### src/rtl/seg_scan_ctrl.sv
// Time-multiplexed scan controller for an 8-digit active-low 7-segment display.
// Snapshots data at frame wrap and blanks the start of every digit dwell.
module seg_scan_ctrl #(
    parameter int unsigned DIV   = 50000,
    parameter int unsigned BLANK = 500
) (
    input  logic        clk,
    input  logic        rst_n,
    input  logic        en,
    input  logic [31:0] data,
    input  logic [7:0]  dp,
    output logic [2:0]  addr,
    output logic [7:0]  seg,
    output logic        frame_tick
);

    localparam int unsigned CW = (DIV > 2) ? $clog2(DIV) : 1;
    localparam logic [CW-1:0] CntLast = CW'(DIV - 1);

    logic [CW-1:0] cnt_q, cnt_d;
    logic [2:0]    addr_q, addr_d;
    logic [31:0]   shadow_data_q, shadow_data_d;
    logic [7:0]    shadow_dp_q, shadow_dp_d;
    logic [7:0]    seg_q, seg_d;
    logic          frame_tick_q, frame_tick_d;
    logic          blank;
    logic [3:0]    nibble;

    function automatic logic [6:0] hex7(input logic [3:0] n);
        logic [6:0] s;
        case (n)
            4'h0: s = 7'h40;
            4'h1: s = 7'h79;
            4'h2: s = 7'h24;
            4'h3: s = 7'h30;
            4'h4: s = 7'h19;
            4'h5: s = 7'h12;
            4'h6: s = 7'h02;
            4'h7: s = 7'h78;
            4'h8: s = 7'h00;
            4'h9: s = 7'h10;
            4'hA: s = 7'h08;
            4'hB: s = 7'h03;
            4'hC: s = 7'h46;
            4'hD: s = 7'h21;
            4'hE: s = 7'h06;
            default: s = 7'h0E;
        endcase
        return s;
    endfunction

    always_comb begin
        cnt_d         = cnt_q;
        addr_d        = addr_q;
        shadow_data_d = shadow_data_q;
        shadow_dp_d   = shadow_dp_q;
        frame_tick_d  = 1'b0;
        if (!en) begin
            cnt_d         = '0;
            shadow_data_d = data;
            shadow_dp_d   = dp;
        end else if (cnt_q == CntLast) begin
            cnt_d  = '0;
            addr_d = addr_q + 3'd1;
            if (addr_q == 3'd7) begin
                shadow_data_d = data;
                shadow_dp_d   = dp;
                frame_tick_d  = 1'b1;
            end
        end else begin
            cnt_d = cnt_q + CW'(1);
        end
    end

    // Blanking compares against the next count so seg lines up with cnt in the same cycle.
    if (BLANK == 0) begin : g_noblank
        assign blank = 1'b0;
    end else begin : g_blank
        assign blank = (cnt_d < CW'(BLANK));
    end

    always_comb begin
        nibble = shadow_data_d[{addr_d, 2'b00} +: 4];
        seg_d  = 8'hFF;
        if (en && !blank) begin
            seg_d = {~shadow_dp_d[addr_d], hex7(nibble)};
        end
    end

    always_ff @(posedge clk or negedge rst_n) begin
        if (!rst_n) begin
            cnt_q         <= '0;
            addr_q        <= '0;
            shadow_data_q <= '0;
            shadow_dp_q   <= '0;
            seg_q         <= 8'hFF;
            frame_tick_q  <= 1'b0;
        end else begin
            cnt_q         <= cnt_d;
            addr_q        <= addr_d;
            shadow_data_q <= shadow_data_d;
            shadow_dp_q   <= shadow_dp_d;
            seg_q         <= seg_d;
            frame_tick_q  <= frame_tick_d;
        end
    end

    assign addr       = addr_q;
    assign seg        = seg_q;
    assign frame_tick = frame_tick_q;

endmodule

### config.mk
export PLATFORM = sky130hd
export DESIGN_NAME = seg_scan_ctrl
export DESIGN_NICKNAME = d
export VERILOG_FILES = /design/src/rtl/seg_scan_ctrl.sv
export SDC_FILE = /design/constraint.sdc
export NUM_CORES = 1
export LEC_CHECK = 0
export BUFFER_PORTS_ARGS = -buffer_cell sky130_fd_sc_hd__buf_4
export CELL_PAD_IN_SITES_DETAIL_PLACEMENT = 1
export CELL_PAD_IN_SITES_GLOBAL_PLACEMENT = 2
export CORE_ASPECT_RATIO = 0.9
export CORE_MARGIN = 2
export CORE_UTILIZATION = 34
export DETAILED_ROUTE_END_ITERATION = 16
export GPL_TIMING_DRIVEN = 0
export PLACE_DENSITY = 0.79
export REMOVE_ABC_BUFFERS = 1
export SLEW_MARGIN = 20
export SYNTH_ARGS = -nofsm -noshare
export SYNTH_HDL_FRONTEND = slang
export SYNTH_SLANG_ARGS = --single-unit
export TNS_END_PERCENT = 20
### constraint.sdc
create_clock -name clk -period 3.6 [get_ports clk]
set_clock_uncertainty 0.2 [all_clocks]
set_input_delay 0.54 -clock clk [delete_from_list [all_inputs] [get_ports clk]]
set_output_delay 0.54 -clock clk [all_outputs]
set_load 0.005 [all_outputs]
==> results.toml <==
[layout]
layout_common_cells = "84 x buf_4, 56 x dfrtp_1, 30 x mux2_2"
layout_commonest_cell = "buf_4"
area_growth_pct = 35.5
drive_above_1_share_pct = 50.9
instances_no_fill = 514
nNetsFinal = 433
num_antenna_cells = 0

[timing]
hold_violations = 0
tightest_slew_ps = 871
finalCritPeriodShare_pct = 100
min_period_ps = 3600
rsz0062_at_grt = "true"
final.setup.tns_ps = -3.09
final_max_slew_viol_count = 0
holdWs_ps = 118
slew_headroom_pct = 41.9
setup_ws_ps = -1.84
setup_viol = 2
max_freq_ghz = 0.278

[global_route]
grt_use_total_pct = 16.6
grt_pass1_vias = 2808
gr-total-overflow = 0
antenna_found_initial = 0
grt_pass1_wl_um = 14300
grt_max_degree = 69

[synthesis]
synthXorXnorAreaFrac_pct = 4.20
ys_types = 53
synth_fa_ha_area_share_pct = 2.49
async_flop_share_pct = 100
synthCells = 290
synth_top_family_by_area = "multiplexers"
synth-warning-count = 0
ys.flop_type = "dfrtp_1"
synth-seq-area-share_pct = 48.7
synth_simple_gate_area_share_pct = 11.8
synthMuxAreaShare_pct = 20.0
ys_ff_latch = 68
avgSynthCellArea_um2 = 12.1
synth-compound-area-share_pct = 8.09
synth_edf_count = 0
netlist_area_um2 = 3510

[clocking]
clkTransAtPathRegs_ps = 50
clk_path_buf_depth = 2
cts_tree = "yes"
cts_buffers = 9
htreeDepth = 3
root_buffer = "clkbuf_16"
clk_latency_ps = 330
cts_sinks = 68
hold_buffers = 0

[placed_design]
dp.cells = 468
dp_slack_ps = -1200
place.port_buffers = 54
dp.final_hpwl_um = 5800
routabilityCongestion = 0.795

[setup_path]
crit_arrival_ps = 3660
worstPathRequired_ps = 3650
endpoint_kind = "flop"
r2r_slack_ps = -2
critical_path_class = "reg -> reg"
startpoint_type = "flop"
cp_max_fo = 5
reg2reg_depth = 12

[floorplan]
io_pins = 55
die_area_um2 = 11200
rows = 35
start_util_pct = 34.6
die_h_um = 100
die_w_um = 111
core_region_area_um2 = 10200

[power]
total_power_mw = 1.94
p_leak_nw = 2.12
vdd_drop_max_v = 0.000289
power.density_cell_area_nw_per_um2 = 407

[routing]
drt-vias-per-instance = 5.09
route.detailed.drc = 0
drt-pass1-iter-count = 4
wirelength_um = 8830
routedWlPerCell_um = 17.2
drt_iter0_markers = 53
ant_nets = 0
vias = 2616

[outcome]
violations = "negative setup slack"
status = "complete, but fails checks"

[min_path]
hold_path.class = "in -> async"

[job]
cap_viol_max_count = 0
-- path summary, 6_finish.rpt --
check | startpoint | end
min | rst_n | cnt_q[5]$_DFF_PN0_
max reg2reg | cnt_q[12]$_DFF_PN0_ | seg[4]$_DFF_PN1_
max | cnt_q[12]$_DFF_PN0_ | seg[4]$_DFF_PN1_
min reg2reg | cnt_q[0]$_DFF_PN0_ | cnt_q[0]$_DFF_PN0_
min in group clk | data[11] | shadow_data_q[11]$_DFF_PN0_
max in group asynchronous | rst_n | addr[0]$_DFF_PN0_
-- where the power goes --
part / leakage (nW) / total, mW / switching [mW] / internal, mW
logic: 1.16 / 0.257 / 0.119 / 0.139
registers: 0.821 / 0.830 / 0.0171 / 0.813
clock network: 0.140 / 0.851 / 0.311 / 0.540
-- stage by stage --
stage	area, µm²	utilization, %
finish	4760	46.8
global route	4760	46.8
CTS	4580	45.1
detailed placement	4070	40.0
global placement	3990	39.2
floorplan	3420	-
-- synthesized netlist by cell type, types with 8 or more instances --
cell type | instances | area share, %
mux2_2 | 32 | 10
nor2_1 | 27 | 2.9
xor2_1 | 8 | 2.0
nand3_1 | 11 | 1.6
dfstp_2 | 8 | 6.0
dfrtp_1 | 60 | 43
mux2i_1 | 14 | 4.0
inv_1 | 16 | 1.7
nand2_1 | 10 | 1.1
-- worst max-delay path, cell delays in order, from the launching register on --
cell and delay (ps):
dfrtp_2 420, or4b_4 580, o41ai_4 370, buf_6 170, buf_6 120, mux2_4 310, or2_2 280, a221oi_2 250
a31o_4 160, buf_4 160, ha_4 150, mux2i_1 60, a221o_1 290
-- what timing repair did --
item,in CTS,in global routing
endpoints found under the setup margin,7,7
gates resized for setup,27,18
gates cloned,1,0
pin swaps,11,15
setup buffers,19,14
hold endpoints to repair,0,0
-- sequential cells by signal (all words and copies together), names as in the netlist --
| register | cells |
|---|---|
| seg | 8 |
| shadow_data_q | 32 |
| addr | 3 |
| cnt_q | 16 |
| frame_tick | 1 |
| shadow_dp_q | 8 |
-- kinds of logic (layout without fill, tap and decap cells) --
logic type | after synthesis | after routing
flip-flops | 68 | 68
multiplexers | 55 | 55
XOR/XNOR | 16 | 16
buffers and inverters | 33 | 128
adder cells (fa/ha/maj) | 7 | 7
AO/OA/AOI/OAI | 31 | 31
AND/OR/NAND/NOR | 80 | 80
-- layout make-up --
class                      instances  area [µm²]
multi-input combinational        189        1780
clock buffer                      10         239
tap                              129         161
sequential                        68        1720
inverter                          19        78.8
fill                            1083        5400
timing repair buffer              96         744
clock inverter                     3        40.0
-- layer usage --
layer	up-vias	track usage [%]	routed length, µm
met4	0	5.41	117
met1	1340	20.4	3830
met2	52	28.5	4530
met5	-	0	0
met3	9	4.77	348
li1	1215	-	-
(Power assumes the default switching activity.)
